## config.mk

```make
export PLATFORM = sky130hd
export DESIGN_NAME = mm_host
export DESIGN_NICKNAME = d
export VERILOG_FILES = /design/src/rtl/mm_host_pkg.sv /design/src/rtl/mm_uart_link.sv /design/src/rtl/mm_host.sv
export SDC_FILE = /design/constraint.sdc
export NUM_CORES = 1
export LEC_CHECK = 0
export ABC_AREA = 1
export BUFFER_PORTS_ARGS = -buffer_cell sky130_fd_sc_hd__buf_2
export CAP_MARGIN = 20
export CORE_MARGIN = 4
export CORE_UTILIZATION = 52
export CTS_CLUSTER_SIZE = 30
export DETAILED_ROUTE_END_ITERATION = 10
export MAX_ROUTING_LAYER = met4
export PLACE_DENSITY = 0.76
export SETUP_SLACK_MARGIN = 0.02
export SLEW_MARGIN = 10
export SYNTH_ARGS = -nofsm -noshare
export SYNTH_HDL_FRONTEND = slang
export SYNTH_SLANG_ARGS = --single-unit
export TNS_END_PERCENT = 30
```

## constraint.sdc

```tcl
create_clock -name clk -period 11.9 [get_ports clk]
set_input_delay 2.38 -clock clk [delete_from_list [all_inputs] [get_ports clk]]
set_output_delay 2.38 -clock clk [all_outputs]
set_load 0.02 [all_outputs]
```

## src/rtl/mm_host_pkg.sv

```systemverilog
// Shared constants, state encoding and byte-placement helper for the mm_host
// UART initiator and its serial link.
package mm_host_pkg;

    localparam int N          = 4;
    localparam int ELEMS      = N * N;
    localparam int TX_BYTES   = 2 * ELEMS;
    localparam int RX_BYTES   = 2 * ELEMS;
    localparam int FRAME_BITS = 11;

    typedef logic [1:0] state_t;

    localparam state_t ST_IDLE   = 2'd0;
    localparam state_t ST_SEND   = 2'd1;
    localparam state_t ST_RECV   = 2'd2;
    localparam state_t ST_FINISH = 2'd3;

    // Result words arrive high byte first: even RX byte -> upper half of word idx/2.
    function automatic logic [7:0] rx_byte_offset(input logic [4:0] idx);
        return {idx[4:1], ~idx[0], 3'b000};
    endfunction

endpackage

```

## src/rtl/mm_uart_link.sv

```systemverilog
// Byte-level UART link: 11-bit-period TX frames (start, 8 data, stop, idle)
// and a synchronised, mid-bit-sampling RX with false-start rejection.
module mm_uart_link import mm_host_pkg::*; #(
    parameter int CLKS_PER_BIT = 5208
) (
    input  logic       clk,
    input  logic       rst,
    input  logic [7:0] tx_data,
    input  logic       tx_valid,
    output logic       tx_ready,
    output logic       tx_line,
    input  logic       rx_en,
    input  logic       rx_line,
    output logic [7:0] rx_data,
    output logic       rx_valid,
    output logic       rx_err,
    output logic       rx_start
);

    localparam int CW = (CLKS_PER_BIT > 1) ? $clog2(CLKS_PER_BIT) : 1;
    localparam logic [CW-1:0] BIT_LAST  = CW'(CLKS_PER_BIT - 1);
    localparam logic [CW-1:0] HALF_LAST = CW'(CLKS_PER_BIT / 2 - 1);
    localparam logic [3:0]    TX_LAST   = 4'(FRAME_BITS - 1);

    localparam logic [1:0] RX_IDLE  = 2'd0;
    localparam logic [1:0] RX_START = 2'd1;
    localparam logic [1:0] RX_DATA  = 2'd2;
    localparam logic [1:0] RX_STOP  = 2'd3;

    logic          tx_active;
    logic [CW-1:0] tx_clk;
    logic [3:0]    tx_bit;
    logic [9:0]    tx_shift;
    logic          tx_bit_end;
    logic          tx_take;

    // Ready during the final cycle of a frame so frames run back to back.
    assign tx_bit_end = (tx_clk == BIT_LAST);
    assign tx_ready   = !tx_active || (tx_bit_end && tx_bit == TX_LAST);
    assign tx_take    = tx_valid && tx_ready;

    always_ff @(posedge clk or posedge rst) begin
        if (rst) begin
            tx_active <= 1'b0;
            tx_line   <= 1'b1;
            tx_clk    <= '0;
            tx_bit    <= '0;
        end else if (tx_take) begin
            tx_active <= 1'b1;
            tx_line   <= 1'b0;
            tx_clk    <= '0;
            tx_bit    <= '0;
        end else if (tx_active) begin
            if (tx_bit_end) begin
                tx_clk <= '0;
                if (tx_bit == TX_LAST) begin
                    tx_active <= 1'b0;
                    tx_line   <= 1'b1;
                end else begin
                    tx_bit  <= tx_bit + 4'd1;
                    tx_line <= tx_shift[0];
                end
            end else begin
                tx_clk <= tx_clk + CW'(1);
            end
        end
    end

    always_ff @(posedge clk) begin
        if (tx_take)
            tx_shift <= {2'b11, tx_data};
        else if (tx_active && tx_bit_end && tx_bit != TX_LAST)
            tx_shift <= {1'b1, tx_shift[9:1]};
    end

    logic          rx_s1, rx_s2, rx_prev;
    logic [1:0]    rx_state;
    logic [CW-1:0] rx_clk;
    logic [2:0]    rx_bit;
    logic [7:0]    rx_shift;
    logic          rx_mid;

    assign rx_mid = (rx_clk == BIT_LAST);

    always_ff @(posedge clk or posedge rst) begin
        if (rst) begin
            rx_s1    <= 1'b1;
            rx_s2    <= 1'b1;
            rx_prev  <= 1'b1;
            rx_state <= RX_IDLE;
            rx_clk   <= '0;
            rx_bit   <= '0;
            rx_valid <= 1'b0;
            rx_err   <= 1'b0;
            rx_start <= 1'b0;
        end else begin
            rx_s1    <= rx_line;
            rx_s2    <= rx_s1;
            rx_prev  <= rx_s2;
            rx_valid <= 1'b0;
            rx_err   <= 1'b0;
            rx_start <= 1'b0;
            if (!rx_en) begin
                rx_state <= RX_IDLE;
            end else begin
                case (rx_state)
                    RX_IDLE: begin
                        if (rx_prev && !rx_s2) begin
                            rx_state <= RX_START;
                            rx_clk   <= '0;
                        end
                    end
                    RX_START: begin
                        if (rx_clk == HALF_LAST) begin
                            rx_clk <= '0;
                            if (rx_s2) begin
                                rx_state <= RX_IDLE;
                            end else begin
                                rx_state <= RX_DATA;
                                rx_bit   <= '0;
                                rx_start <= 1'b1;
                            end
                        end else begin
                            rx_clk <= rx_clk + CW'(1);
                        end
                    end
                    RX_DATA: begin
                        if (rx_mid) begin
                            rx_clk <= '0;
                            rx_bit <= rx_bit + 3'd1;
                            if (rx_bit == 3'd7)
                                rx_state <= RX_STOP;
                        end else begin
                            rx_clk <= rx_clk + CW'(1);
                        end
                    end
                    RX_STOP: begin
                        if (rx_mid) begin
                            rx_clk   <= '0;
                            rx_state <= RX_IDLE;
                            if (rx_s2)
                                rx_valid <= 1'b1;
                            else
                                rx_err <= 1'b1;
                        end else begin
                            rx_clk <= rx_clk + CW'(1);
                        end
                    end
                    default: rx_state <= RX_IDLE;
                endcase
            end
        end
    end

    always_ff @(posedge clk) begin
        if (rx_state == RX_DATA && rx_mid)
            rx_shift <= {rx_s2, rx_shift[7:1]};
        if (rx_state == RX_STOP && rx_mid)
            rx_data <= rx_shift;
    end

endmodule

```

## src/rtl/mm_host.sv

```systemverilog
// Host-side initiator: serialises A and B to the matrix-multiply accelerator,
// collects the sixteen 16-bit results and reports them with a start/done handshake.
module mm_host import mm_host_pkg::*; #(
    parameter int CLKS_PER_BIT = 5208,
    parameter int TIMEOUT_BITS = 1000
) (
    input  logic                  clk,
    input  logic                  rst,
    input  logic                  start,
    input  logic [8*ELEMS-1:0]    a_flat,
    input  logic [8*ELEMS-1:0]    b_flat,
    output logic [16*ELEMS-1:0]   c_flat,
    output logic                  busy,
    output logic                  done,
    output logic                  err,
    output logic                  UART_TX,
    input  logic                  UART_RX
);

    localparam int TO_LIMIT = TIMEOUT_BITS * CLKS_PER_BIT;
    localparam int TW       = $clog2(TO_LIMIT + 1);
    localparam logic [TW-1:0] TO_LAST = TW'(TO_LIMIT - 1);

    state_t                 state;
    logic [5:0]             tx_idx;
    logic [4:0]             rx_idx;
    logic [TW-1:0]          to_cnt;
    logic [8*TX_BYTES-1:0]  tx_buf;
    logic [16*ELEMS-1:0]    shadow;
    logic [16*ELEMS-1:0]    shadow_next;
    logic [7:0]             rx_off;
    logic [7:0]             tx_data;
    logic [7:0]             rx_data;
    logic                   tx_valid, tx_ready;
    logic                   rx_en, rx_valid, rx_err, rx_start;

    // Byte 0 is offered straight from a_flat so the start bit leaves on the accepting edge.
    always_comb begin
        tx_valid = 1'b0;
        tx_data  = a_flat[7:0];
        if (state == ST_IDLE) begin
            tx_valid = start;
        end else if (state == ST_SEND) begin
            tx_valid = (tx_idx < 6'(TX_BYTES));
            tx_data  = tx_buf[{tx_idx[4:0], 3'b000} +: 8];
        end
    end

    assign rx_en  = (state == ST_RECV);
    assign rx_off = rx_byte_offset(rx_idx);

    always_comb begin
        shadow_next = shadow;
        shadow_next[rx_off +: 8] = rx_data;
    end

    mm_uart_link #(.CLKS_PER_BIT(CLKS_PER_BIT)) u_link (
        .clk      (clk),
        .rst      (rst),
        .tx_data  (tx_data),
        .tx_valid (tx_valid),
        .tx_ready (tx_ready),
        .tx_line  (UART_TX),
        .rx_en    (rx_en),
        .rx_line  (UART_RX),
        .rx_data  (rx_data),
        .rx_valid (rx_valid),
        .rx_err   (rx_err),
        .rx_start (rx_start)
    );

    always_ff @(posedge clk or posedge rst) begin
        if (rst) begin
            state  <= ST_IDLE;
            tx_idx <= '0;
            rx_idx <= '0;
            to_cnt <= '0;
            busy   <= 1'b0;
            done   <= 1'b0;
            err    <= 1'b0;
            c_flat <= '0;
        end else begin
            done <= 1'b0;
            case (state)
                ST_IDLE: begin
                    if (start) begin
                        state  <= ST_SEND;
                        tx_idx <= 6'd1;
                        rx_idx <= '0;
                        err    <= 1'b0;
                        busy   <= 1'b1;
                    end
                end
                ST_SEND: begin
                    if (tx_valid && tx_ready)
                        tx_idx <= tx_idx + 6'd1;
                    if (tx_idx == 6'(TX_BYTES) && tx_ready) begin
                        state  <= ST_RECV;
                        to_cnt <= '0;
                    end
                end
                ST_RECV: begin
                    to_cnt <= rx_start ? '0 : to_cnt + TW'(1);
                    if (rx_err || (!rx_valid && to_cnt == TO_LAST)) begin
                        state <= ST_FINISH;
                        busy  <= 1'b0;
                        done  <= 1'b1;
                        err   <= 1'b1;
                    end else if (rx_valid) begin
                        if (rx_idx == 5'(RX_BYTES - 1)) begin
                            state  <= ST_FINISH;
                            busy   <= 1'b0;
                            done   <= 1'b1;
                            c_flat <= shadow_next;
                        end else begin
                            rx_idx <= rx_idx + 5'd1;
                        end
                    end
                end
                ST_FINISH: state <= ST_IDLE;
                default:   state <= ST_IDLE;
            endcase
        end
    end

    always_ff @(posedge clk) begin
        if (state == ST_IDLE && start)
            tx_buf <= {b_flat, a_flat};
        if (rx_en && rx_valid)
            shadow <= shadow_next;
    end

endmodule

```

==> flow_summary.json <==
{
  "clockRootBuffer": "sky130_fd_sc_hd__clkbuf_16",
  "worst_ir_drop_vdd_mv": 0.177,
  "grt_remaining_overflow": 0,
  "crit_required_ns": 12.35,
  "sum_of_negative_setup_slack_ns": 0,
  "fmaxAchievable_mhz": 242,
  "max_stage_delay_ns": 0.92,
  "synth_edf_count": 536,
  "drv.max_cap_violation_count": 0,
  "postPlaceCellArea_um2": 40800,
  "data_arrival_time_of_the_critical_path_ns": 4.58,
  "design_power_total_mw": 7.39,
  "initial_utilization_pct": 52.5,
  "critical_path.startpoint_type": "flip-flop",
  "ios": 520,
  "final-max-slew-violation-count": 0,
  "design.final.nets": 4632,
  "worst_slew_margin_rel_pct": 25.7,
  "ff2ff_path_depth": 9,
  "critical-path-top-delay-family": "buffers and inverters",
  "final_design_area_no_fill_um2": 43900,
  "globalplace.congestion": 0.883,
  "yosys_warnings": 0,
  "outcome": "complete, no violations",
  "holdCritPathClass": "flip-flop to flip-flop",
  "cts-root-to-sink-buffers": 3,
  "post_route_cells_drive_above_1_share_pct": 17.9,
  "design.die.area_um2": 76700,
  "route.vias.total": 28900,
  "timing.critical_path.to_type": "flip-flop",
  "syn-cell-area_um2": 37600,
  "cts_repair_resize_count": 0,
  "async_flop_share_pct": 38.7,
  "hold_start": "u_link.rx_s1",
  "wl_mm": 103,
  "drtPass1Iterations": 6,
  "antenna_found_initial": 25,
  "path_clk_slew_ns": 0.06,
  "buffers_and_inverters_on_the_worst_path": 3,
  "clock_latency_ns": 0.65,
  "setup_repair_after_global_routing_missed_its_margin": "false",
  "internal_reg_to_reg_setup_slack_ns": 7.77,
  "timing.clock.skew_ns": 0.0318,
  "timing.critical_path.slowest_stage_cell": "sky130_fd_sc_hd__buf_4",
  "buffer_ports.inserted": 519,
  "power_density_nw_per_um2": 168,
  "syn_area_per_cell_um2": 9.68,
  "layout-area-overhead-vs-synth_pct": 16.8,
  "critPathKind": "flip-flop to flip-flop",
  "setup_viol_count_final": 0,
  "worstMarginPinSlew_ns": 1.11,
  "final_hold_vio_count": 0,
  "cts_tree": "yes",
  "chipHeight_um": 277,
  "timing.critical_path.cells": "ha_1 -> nand2_1 -> nor2_1 -> ha_1 -> nand4_1 -> buf_4 -> buf_4 -> buf_4 -> o21ai_0",
  "cts_stage_hold_buffer_count": 0,
  "ctsHtreeMaxLevel": 3,
  "layout_min_cycle_time_ns": 4.13,
  "fp-row-count": 98,
  "core_region_area_um2": 71600,
  "grt_pass1_wl_mm": 158,
  "whs_endpoint": "u_link.rx_s2",
  "min_period_over_period_pct": 34.7,
  "syn_inst": 3884,
  "worstReg2RegStart": "rx_idx[0]",
  "post-route-drc-count": 0,
  "synth_fp_nets": 4162,
  "first_global_vias": 27700,
  "route.detailed.vias_per_inst": 5.34,
  "finalWorstSetupSlack_ns": 7.77,
  "fill_cells": 5897,
  "cts.repair_timing.setup_buffer_count": 0,
  "number_of_buffers_created_by_cts": 90,
  "postSynthRegisterBits": 874,
  "numClockSinks": 874,
  "total_routing_usage_gr_pct": 26.9,
  "wl_per_cell_um": 19.0,
  "crit_top_cell": "sky130_fd_sc_hd__buf_4",
  "hold_depth": 0,
  "synth_sequential_area_ratio_pct": 65.3,
  "grt_start_max_net_pins": 140,
  "horizontal_die_dimension_um": 277,
  "initialDrtViolationCount": 3169,
  "synth_flop_cell": "sky130_fd_sc_hd__edfxtp_1",
  "worstReg2RegEnd": "c_flat[250]",
  "post_synth_num_cell_types": 50,
  "detailedPlacementHpwl_mm": 69.4,
  "detail-route-antenna-nets": 0,
  "pre_cts_slack_ns": 7.33,
  "leakage_nw": 20.8,
  "critical_path.max_fanout": 106
}
## per-layer routing
| layer | up-vias | global-route usage, % | wire [um] |
|---|---|---|---|
| li1 | 13600 | - | - |
| met1 | 13700 | 35.4 | 41000 |
| met2 | 1315 | 42.5 | 49500 |
| met3 | 217 | 4.52 | 8390 |
| met4 | 0 | 10.3 | 3870 |
| met5 | - | - | 0 |
## state kept, by name, summed over array words and instances (netlist names), 2 cells and up
name / flops
c_flat: 256
u_link.rx_shift: 8
u_link.rx_clk: 13
rx_idx: 5
u_link.rx_data: 8
tx_idx: 6
to_cnt: 23
u_link.tx_bit: 4
shadow: 256
u_link.rx_bit: 3
u_link.tx_shift: 8
u_link.rx_state: 2
state: 2
tx_buf: 256
u_link.tx_clk: 13
## area by class of cell
class,instances,area [um2],share of cell area [%]
sequential,874,24600,55.9
multi-input combinational,2493,11000,25.0
timing repair buffer,542,2820,6.43
clock buffer,126,2550,5.80
inverter,353,1360,3.09
tap,950,1190,2.71
clock inverter,43,413,0.940
antenna,24,60.1,0.137
## cell usage after synthesis (8+ instances only)
cell	instances	area, um2
sky130_fd_sc_hd__xor2_1	10	87.6
sky130_fd_sc_hd__nor2_1	221	830
sky130_fd_sc_hd__inv_1	339	1270
sky130_fd_sc_hd__and2_1	8	50.1
sky130_fd_sc_hd__ha_1	18	225
sky130_fd_sc_hd__nor2_4	11	124
sky130_fd_sc_hd__buf_6	8	90.1
sky130_fd_sc_hd__edfxtp_1	536	16100
sky130_fd_sc_hd__inv_2	9	33.8
sky130_fd_sc_hd__buf_4	13	97.6
sky130_fd_sc_hd__dfrtp_1	334	8360
sky130_fd_sc_hd__nor3_1	11	55.1
sky130_fd_sc_hd__nand2_1	1493	5600
sky130_fd_sc_hd__buf_2	23	115
sky130_fd_sc_hd__o21ai_2	24	210
sky130_fd_sc_hd__clkbuf_1	105	394
sky130_fd_sc_hd__nor2_2	11	68.8
sky130_fd_sc_hd__o21a_1	16	120
sky130_fd_sc_hd__o21ai_1	124	621
sky130_fd_sc_hd__nand2_2	24	150
sky130_fd_sc_hd__a21oi_1	65	325
sky130_fd_sc_hd__o21ai_0	177	886
sky130_fd_sc_hd__nand3_1	194	971
sky130_fd_sc_hd__buf_1	15	56.3
sky130_fd_sc_hd__nand4_1	35	219
## cells by family after synthesis
logic type	after synthesis	share of synthesized area (%)
AO/OA/AOI/OAI	427	6.18
XOR/XNOR	15	0.369
flip-flops	874	65.3
AND/OR/NAND/NOR	2033	22.0
buffers and inverters	517	5.53
adder cells (fa/ha/maj)	18	0.599
## worst max path at each step
stage	startpoint	slack [ns]	depth (start not counted)	end
after floorplan	rst	0.16	1	busy
after global placement	start	7.38	4	tx_buf[125]
after detailed placement	start	7.33	4	tx_buf[125]
after CTS	rx_idx[0]	7.75	9	c_flat[250]
after global routing	rx_idx[0]	7.44	9	c_flat[250]
final	rx_idx[0]	7.77	9	c_flat[250]
## metrics by stage
| step | std cells | hold slack [ns] | utilization, % |
|---|---|---|---|
| global route | 5405 | 0.363 | 61.3 |
| finish | 5405 | 0.356 | 61.3 |
| CTS | 5379 | 0.357 | 61.2 |
| detailed placement | 5210 | 0.348 | 57.0 |
| global placement | 5210 | 0.348 | 57.0 |
| floorplan | 3884 | 0.345 | - |
## placed cells by master (no fill, tap or decap), types with 10 or more instances in the layout
cell type / instances
sky130_fd_sc_hd__dfrtp_1: 332
sky130_fd_sc_hd__o21ai_0: 177
sky130_fd_sc_hd__nor2_4: 11
sky130_fd_sc_hd__clkbuf_8: 14
sky130_fd_sc_hd__o21ai_2: 24
sky130_fd_sc_hd__nor3_1: 11
sky130_fd_sc_hd__xor2_1: 10
sky130_fd_sc_hd__edfxtp_1: 536
sky130_fd_sc_hd__nor2_2: 11
sky130_fd_sc_hd__inv_1: 335
sky130_fd_sc_hd__clkbuf_16: 91
sky130_fd_sc_hd__o21ai_1: 124
sky130_fd_sc_hd__nor2_1: 221
sky130_fd_sc_hd__nand3_1: 194
sky130_fd_sc_hd__clkinv_2: 22
sky130_fd_sc_hd__clkbuf_1: 21
sky130_fd_sc_hd__nand2_2: 24
sky130_fd_sc_hd__clkinv_1: 11
sky130_fd_sc_hd__nand4_1: 35
sky130_fd_sc_hd__buf_2: 519
sky130_fd_sc_hd__buf_4: 20
sky130_fd_sc_hd__diode_2: 24
sky130_fd_sc_hd__a21oi_1: 65
sky130_fd_sc_hd__o21a_1: 16
sky130_fd_sc_hd__nand2_1: 1493
sky130_fd_sc_hd__ha_1: 18
## report_power, final
group / switching, mW / leakage (nW) / total, mW / internal [mW]
sequential: 0.0630 / 9.35 / 3.55 / 3.49
clock: 1.21 / 1.46 / 2.81 / 1.60
combinational: 0.805 / 9.98 / 1.03 / 0.227
total: 2.07 / 20.8 / 7.39 / 5.31
No activity file was read; power rests on OpenSTA's default activity.
